**src/rtl/param_def.sv**
```systemverilog
// Definitions shared by the convolutional encoder and the Viterbi decoder blocks:
// code geometry limits and the frame-control state encoding.
package param_def;
    localparam int MAX_K         = 9;
    localparam int MAX_STATE_NUM = 1 << (MAX_K - 1);
    localparam int RADIX         = 2;

    typedef enum logic [1:0] {
        ST_IDLE,
        ST_DATA,
        ST_TAIL,
        ST_DONE
    } enc_state_e;
endpackage

```
**src/rtl/conv_parity.sv**
```systemverilog
// One generator output: XOR-reduction of the encoder window masked by its polynomial.
module conv_parity #(
    parameter int WIN_W = 9
) (
    input  logic [WIN_W-1:0] i_win,
    input  logic [WIN_W-1:0] i_gen,
    output logic             o_parity
);
    assign o_parity = ^(i_win & i_gen);
endmodule

```
**src/rtl/conv_encoder.sv**
```systemverilog
// Frame-based convolutional encoder, K = 3..9, rate 1/2 or 1/3, zero-tail termination,
// one registered codeword per information bit with valid/ready backpressure.
module conv_encoder #(
    parameter int MAX_K = param_def::MAX_K,
    parameter int N_OUT = 3
) (
    input  logic                            clk,
    input  logic                            rst,
    input  logic                            i_start,
    input  logic [3:0]                      i_cfg_k,
    input  logic                            i_cfg_rate,
    input  logic [N_OUT-1:0][MAX_K-1:0]     i_gen,
    input  logic [15:0]                     i_frame_len,
    input  logic                            i_bit,
    input  logic                            i_bit_valid,
    output logic                            o_bit_ready,
    output logic [N_OUT-1:0]                o_sym,
    output logic                            o_sym_valid,
    input  logic                            i_sym_ready,
    output logic                            o_busy,
    output logic                            o_done
);
    import param_def::*;

    enc_state_e                  state_q, state_d;
    logic [3:0]                  k_q;
    logic                        rate_q;
    logic [N_OUT-1:0][MAX_K-1:0] gen_q;
    logic [15:0]                 len_q;
    logic [15:0]                 cnt_q;
    logic [MAX_K-1:0]            hist_q;
    logic [MAX_K-1:0]            win;
    logic [N_OUT-1:0]            par;
    logic [N_OUT-1:0]            sym_p1;
    logic                        vld_p1;
    logic                        cfg_ok;
    logic                        start_ok;
    logic                        out_free;
    logic                        accept;
    logic                        tail_all;
    logic                        tail_fire;
    logic                        cur_bit;

    // Rate 1/2 frames drive only the first two generator outputs.
    function automatic logic [N_OUT-1:0] rate_mask(input logic [N_OUT-1:0] p, input logic r);
        logic [N_OUT-1:0] m;
        m = p;
        if (!r) begin
            for (int j = 2; j < N_OUT; j++) m[j] = 1'b0;
        end
        return m;
    endfunction

    assign cfg_ok    = (i_cfg_k >= 4'd3) && (i_cfg_k <= 4'd9) && (int'(i_cfg_k) <= MAX_K);
    assign start_ok  = (state_q == ST_IDLE) && i_start && cfg_ok;
    assign out_free  = !vld_p1 || i_sym_ready;
    assign accept    = i_bit_valid && o_bit_ready;
    assign tail_all  = (cnt_q == ({12'd0, k_q} - 16'd1));
    assign tail_fire = (state_q == ST_TAIL) && out_free && !tail_all;
    assign cur_bit   = accept & i_bit;

    // hist_q[K-2:0] holds the previous K-1 inputs, newest in the top position, so the
    // window is just the current bit placed at K-1 and the next history is win >> 1.
    assign win = hist_q | ({{(MAX_K-1){1'b0}}, cur_bit} << (k_q - 4'd1));

    for (genvar j = 0; j < N_OUT; j++) begin : g_par
        conv_parity #(.WIN_W(MAX_K)) u_parity (
            .i_win    (win),
            .i_gen    (gen_q[j]),
            .o_parity (par[j])
        );
    end

    always_comb begin
        state_d = state_q;
        case (state_q)
            ST_IDLE: if (start_ok) state_d = (i_frame_len == 16'd0) ? ST_TAIL : ST_DATA;
            ST_DATA: if (accept && ((cnt_q + 16'd1) == len_q)) state_d = ST_TAIL;
            ST_TAIL: if (tail_all && vld_p1 && i_sym_ready) state_d = ST_DONE;
            ST_DONE: state_d = ST_IDLE;
            default: state_d = ST_IDLE;
        endcase
    end

    always_ff @(posedge clk or negedge rst) begin
        if (!rst) state_q <= ST_IDLE;
        else      state_q <= state_d;
    end

    // p0 -> p1: window parity is registered as the outgoing codeword
    always_ff @(posedge clk or negedge rst) begin
        if (!rst) begin
            k_q    <= '0;
            rate_q <= 1'b0;
            gen_q  <= '0;
            len_q  <= '0;
            cnt_q  <= '0;
            hist_q <= '0;
            sym_p1 <= '0;
            vld_p1 <= 1'b0;
        end else begin
            if (start_ok) begin
                k_q    <= i_cfg_k;
                rate_q <= i_cfg_rate;
                gen_q  <= i_gen;
                len_q  <= i_frame_len;
                cnt_q  <= '0;
                hist_q <= '0;
            end else if (accept) begin
                hist_q <= win >> 1;
                cnt_q  <= (state_d == ST_TAIL) ? 16'd0 : cnt_q + 16'd1;
            end else if (tail_fire) begin
                hist_q <= win >> 1;
                cnt_q  <= cnt_q + 16'd1;
            end

            if (accept || tail_fire) begin
                sym_p1 <= rate_mask(par, rate_q);
                vld_p1 <= 1'b1;
            end else if (i_sym_ready) begin
                vld_p1 <= 1'b0;
            end
        end
    end

    assign o_bit_ready = (state_q == ST_DATA) && out_free;
    assign o_sym       = sym_p1;
    assign o_sym_valid = vld_p1;
    assign o_busy      = (state_q != ST_IDLE);
    assign o_done      = (state_q == ST_DONE);
endmodule
```
**config.mk**
```make
export PLATFORM = sky130hd
export DESIGN_NAME = conv_encoder
export DESIGN_NICKNAME = d
export VERILOG_FILES = /design/src/rtl/param_def.sv /design/src/rtl/conv_parity.sv /design/src/rtl/conv_encoder.sv
export SDC_FILE = /design/constraint.sdc
export NUM_CORES = 1
export LEC_CHECK = 0
export ABC_AREA = 0
export BUFFER_PORTS_ARGS = -buffer_cell sky130_fd_sc_hd__buf_4
export CAP_MARGIN = 20
export CORE_ASPECT_RATIO = 1.5
export CORE_MARGIN = 8
export CORE_UTILIZATION = 55
export DETAILED_ROUTE_END_ITERATION = 12
export GPL_ROUTABILITY_DRIVEN = 0
export PLACE_DENSITY_LB_ADDON = 0.1
export REMOVE_ABC_BUFFERS = 1
export SLEW_MARGIN = 10
export SYNTH_ARGS = -nofsm -noshare
export SYNTH_HDL_FRONTEND = slang
export SYNTH_SLANG_ARGS = --single-unit
```
**constraint.sdc**
```tcl
create_clock -name clk -period 4.2 [get_ports clk]
set_clock_uncertainty 0.2 [all_clocks]
set_input_delay 0.42 -clock clk [delete_from_list [all_inputs] [get_ports clk]]
set_output_delay 0.42 -clock clk [all_outputs]
set_load 0.05 [all_outputs]
```
# [Yosys cells after proc, flatten, opt, wreduce, memory -nomap -nowiden]
# Index checks and enable logic that the tools add are counted.
# Widths: inputs -> output; s select.
[op_classes] add_sub_neg=3 mul=0 div_mod_pow=0 magnitude_cmp=3 eq_ne=6 shifts=1 muxes=15 bitwise=5 n_reduce_logical=23
[op_table] operator="$mux 16" n=4
[op_table] operator="$eq 16x16->1" n=2
[op_table] operator="$and 9x9->9" n=3
[op_table] operator="$mux 9" n=3
[op_table] operator="$reduce_xor 9->1" n=3
[op_table] operator="$add 16x1->16 const B" n=1
[op_table] operator="$logic_not 16->1" n=1
[op_table] operator="$logic_and 1x1->1" n=11
[op_table] operator="$or 9x9->9" n=1
[op_table] operator="$shl 1x4->9" n=1
[op_table] operator="$le 4x4->1 const B" n=2
[op_table] operator="$mux 2" n=4
[op_table] operator="$pmux 2 s4" n=1
[op_table] operator="$eq 2x2->1 const B" n=3
[op_table] operator="$sub 4x1->5 const B" n=1
[op_table] operator="$ge 4x2->1 const B" n=1
[op_table] operator="$reduce_bool 2->1" n=2
[op_table] operator="$sub 4x1->4 const B" n=1
[op_table] operator="$mux 1" n=3
[op_table] operator="$reduce_bool 3->1" n=1
[op_table] operator="$eq 2x1->1 const B" n=1
[op_table] operator="$logic_not 1->1" n=2
[op_table] operator="$logic_not 2->1" n=1
[op_table] operator="$logic_or 1x1->1" n=2
[op_table] operator="$and 1x1->1" n=1
[totals] ff_bits=79 latch_bits=0 ramBits=0 mem_bits_ro=0 input_bits=54 output_inout_bits=7 word_cells=67 memories=0

# [Logic depth before layout (Yosys ltp)]
[depth] ltp_word=11 depth_mapped=13 depth_no_buf=9

# [By module]
# From an unflattened synthesis, not the netlist that was laid out.
[unflattened] hier_cells=427 area_unflattened_um2=4519.3
[by_module_without_submodules] mod="conv_encoder" n_inst=1 cells_per_inst=379 area_each_um2=4162.7 seq_area_each_um2=1951.9
[by_module_without_submodules] mod="conv_parity" n_inst=3 cells_per_inst=16 area_each_um2=118.9 seq_area_each_um2=0.0

# [Least setup slack after synthesis]
# OpenSTA, ideal clock, no wires.
[synth_path] kind="flip-flop to flip-flop" start="reg k_q[0]" end="reg sym_p1[0] (netlist: o_sym[0])" setup_ns=0.125 arrival_time_ns=3.212 required_time_ns=3.875 path_slack_ns=0.663 path_stages_with_launch=11 n_path_buf=2 period_less_slack_ns=3.537 path_cell_list="dfrtp_1 -> clkbuf_1 -> inv_1 -> ha_1 -> buf_2 -> o41ai_2 -> a31oi_1 -> xnor3_1 -> xnor3_1 -> xnor3_1 -> mux2_2"
[synth_via] elab_chain_cells=5 word_cells_on_any_way=10 cone_classes="2 x add/sub; 1 x eq/ne; 1 x shift; 2 x bitwise; 4 x reduce/logical"
[synth_lines] element="start, declared" line_no="conv_encoder.sv:26" text="logic [3:0] k_q;"
[synth_lines] element="start signal, assigned" line_no="conv_encoder.sv:103" text="k_q <= i_cfg_k;"
[synth_lines] element="$sub 4x1->4 / $sub 4x1->5 (equally long branches)" line_no="conv_encoder.sv:64, conv_encoder.sv:58"
[synth_lines] element="$shl 1x4->9 / $eq 16x16->1 (equally long branches)" line_no="conv_encoder.sv:64, conv_encoder.sv:58"
[synth_lines] element="$or 9x9->9 / $logic_not 1->1 (equally long branches)" line_no="conv_encoder.sv:64, conv_encoder.sv:59"
[synth_lines] element="$and 9x9->9 / $logic_and 1x1->1 (equally long branches)" line_no="conv_parity.sv:9, conv_encoder.sv:59"
[synth_lines] element="$reduce_xor 9->1 / $logic_or 1x1->1 (equally long branches)" line_no="conv_parity.sv:9, conv_encoder.sv:117"
[synth_lines] element="end signal, assigned" line_no="conv_encoder.sv:118" text="sym_p1 <= rate_mask(par, rate_q);"
[synth_lines] element="end, declared" line_no="conv_encoder.sv:34" text="logic [N_OUT-1:0] sym_p1;"
# Parallel ways exist; a longest one is shown, timed or not.
# A chain may end at the register's enable or synchronous reset.

# [Worst setup path in the final report]
[layout_path] start="reg k_q[1]" end="reg sym_p1[0] (netlist: o_sym[0])"
# The elaborated chain is that of the path after synthesis.

==> results.yml <==
clocking:
  postCtsHoldBufs: 0
  cts_max_path_buffers: 2
  ctsHtreeMaxLevel: 3
  insertion_delay_ps: 350
  cts_sinks: 78
  clkTransAtPathRegs_ps: 60
  clockRootBuffer: "clkbuf_16"
  numCtsBuffers: 9
  cts.repair.resized: 0
  cts_tree: "built"
  cts_setup_buffers: 0
worst_setup_path:
  timing.critical_path.fanout_max: 8
  worstSetupPathType: "reg -> reg"
  crit_path_start_kind: "register"
  cp_slowest_cell: "o41ai_2"
  cp_top_family: "XOR/XNOR gates"
  cp.buffers_inverters: 1
  path_depth: 8
  end_kind: "register"
  critPathArrivalTime_ps: 3510
  max_stage_delay_ps: 750
  crit_required_ps: 4230
  rr_worst_depth: 8
  cp_common_cell: "xnor3_1"
  cp_cell_sequence: "inv_1 > ha_1 > o41ai_2 > a31oi_1 > xnor3_1 > xnor3_1 > xnor3_1 > mux2_2"
detailed_routing:
  drt-wirelength-per-cell_um: 19.1
  viasPerCell: 6.14
  drcViolationCount: 0
  dr_total_vias: 3743
  drt_first_pass_iters: 5
  ant_nets: 0
  wirelength_mm: 11.6
  drt_iter0_markers: 175
cells_and_area:
  layout_commonest_cell: "dfrtp_1"
  final_cell_mix: "dfrtp_1, buf_4, mux2_2"
  nFillCells: 693
  regArea_um2: 1950
  nets: 554
  area_growth_syn_to_layout_pct: 18.2
  fin_cells: 610
  multi_input_area_um2: 2560
  layout-drive-gt1-share_pct: 29.0
  n_antenna_cell: 0
synth:
  synth_top_area_share_pct: 41.8
  async_flop_share_pct: 100
  ys_seq_area_share_pct: 41.8
  yosys-top-cells-area: "dfrtp_1, mux2_2, xnor2_1"
  syn_avg_cell_area_um2: 10.4
  synth_top_area_cell: "dfrtp_1"
  ys_warn_count: 0
  synth_edf_count: 0
  synth_ff_type: "dfrtp_1"
  ys_ff_latch: 78
  synth.cell_area_um2: 4660
  synthCells: 448
  synth.distinct_cells: 60
floorplanning:
  ios: 61
  core.rowCount: 41
  core_area_um2: 8310
  start_util_pct: 56.1
  fp.dieH_um: 129
  die_x_um: 91.2
  dieArea_um2: 11700
timing:
  max_freq_ghz: 0.288
  slew_violations: 0
  setup_slack_ps: 723
  final-setup-viol-count: 0
  hold_viol: 0
  slew_headroom_pct: 38.1
  finalCritPeriodShare_pct: 82.8
  final.min_clock_period_ps: 3480
  setup_tns_ps: 0
  grt_setup_unrepaired: "no"
  max_slew.worst_pin.slew_ps: 928
placement:
  io_buffers: 60
  placedCellCount: 591
  dp_hpwl_mm: 8.54
  pre_cts_ws_ps: 734
global_routing:
  grt_max_degree: 79
  track_usage_pct: 20.6
  grt_pass1_wl_mm: 19.2
  antenna_found_initial: 0
  gr-total-overflow: 0
  first_global_vias: 3975
flow_run:
  cap_violations: 0
power:
  irDropWorstVdd_mv: 0.338
  p_leak_nw: 2.41
  p_per_area_nw_per_um2: 627
hold_path:
  holdPathStages: 2
  hold_path_class: "in -> reg"
status:
  status: "finished clean"
==> cells in the mapped netlist (all sizes together) (7+ instances only) <==
| master | count |
|---|---|
| nor3 | 9 |
| nor2 | 14 |
| and3 | 7 |
| inv | 7 |
| nor4 | 16 |
| a31oi | 24 |
| nand3 | 22 |
| dfrtp | 78 |
| xnor3 | 8 |
| buf | 12 |
| xnor2 | 23 |
| nand3b | 7 |
| nand2 | 29 |
| mux2 | 49 |
| nand4 | 10 |
| and2 | 8 |
| o21ai | 21 |
| nor2b | 16 |
| xor2 | 7 |
| clkbuf | 17 |
==> where the power goes <==
group	internal, mW	switching (mW)	leakage, nW
combinational	0.717	0.636	1.29
sequential	1.05	0.303	0.979
clock	0.435	0.313	0.139
total	2.20	1.25	2.41
==> metal layers <==
layer | track usage (%) | routed length, um | up-vias
met4 | 13.5 | 569 | 0
li1 | - | - | 1762
met5 | 0 | 0 | -
met1 | 20.8 | 4130 | 1840
met3 | 3.73 | 470 | 34
met2 | 37.9 | 6480 | 107
==> per-stage QoR <==
| stage | utilization, % | hold slack (ps) | cell area, um^2 | power [mW] |
|---|---|---|---|---|
| 6_report | 66.3 | 106 | 5510 | 3.46 |
| 2_1_floorplan | - | -75.6 | 4530 | 2.31 |
| 3_5_place_dp | 62.1 | 287 | 5160 | 2.71 |
| 4_1_cts | 65.6 | 82.4 | 5450 | 3.46 |
| 5_1_grt | 66.3 | 108 | 5510 | 3.66 |
| 3_3_place_gp | 62.1 | 283 | 5160 | 2.65 |
==> kinds of logic (layout without fill, tap and decap cells) <==
family	count (synthesis)	in the layout	synth area share (%)
AND/OR/NAND/NOR	157	157	19.1
buffers and inverters	36	91	3.35
flip-flops	78	78	41.8
adder cells (fa/ha/maj)	2	2	0.536
AO/OA/AOI/OAI	86	86	13.1
multiplexers	50	50	12.0
XOR/XNOR	39	39	10.0
==> sequential cells by signal, indices dropped and copies added, names as in the netlist <==
name	flops
gen_q	27
k_q	4
len_q	16
state_q	2
rate_q	1
o_sym_valid	1
cnt_q	16
hist_q	8
o_sym	3
==> area by class of cell <==
cell class	count	area share, %
flip-flops and latches	78	35.4
repair buffers	68	10.0
clock buffers	12	4.65
inverters	7	0.477
well taps	107	2.43
clock inverters	4	0.545
multi-input cells	334	46.5
==> path summary, 6_finish.rpt <==
check,start,to,slack (ps)
max in group asynchronous,rst,gen_q[13]$_DFFE_PN0P_,2880
worst min-delay path,i_gen[12],gen_q[12]$_DFFE_PN0P_,110
worst max-delay path,k_q[1]$_DFFE_PN0P_,o_sym[0]$_DFFE_PN0P_,720
worst min register to register,o_sym[2]$_DFFE_PN0P_,o_sym[2]$_DFFE_PN0P_,290
worst max register to register,k_q[1]$_DFFE_PN0P_,o_sym[0]$_DFFE_PN0P_,720
min in group asynchronous,rst,cnt_q[11]$_DFFE_PN0P_,340
Note: power is estimated with default switching activity, not from simulation.
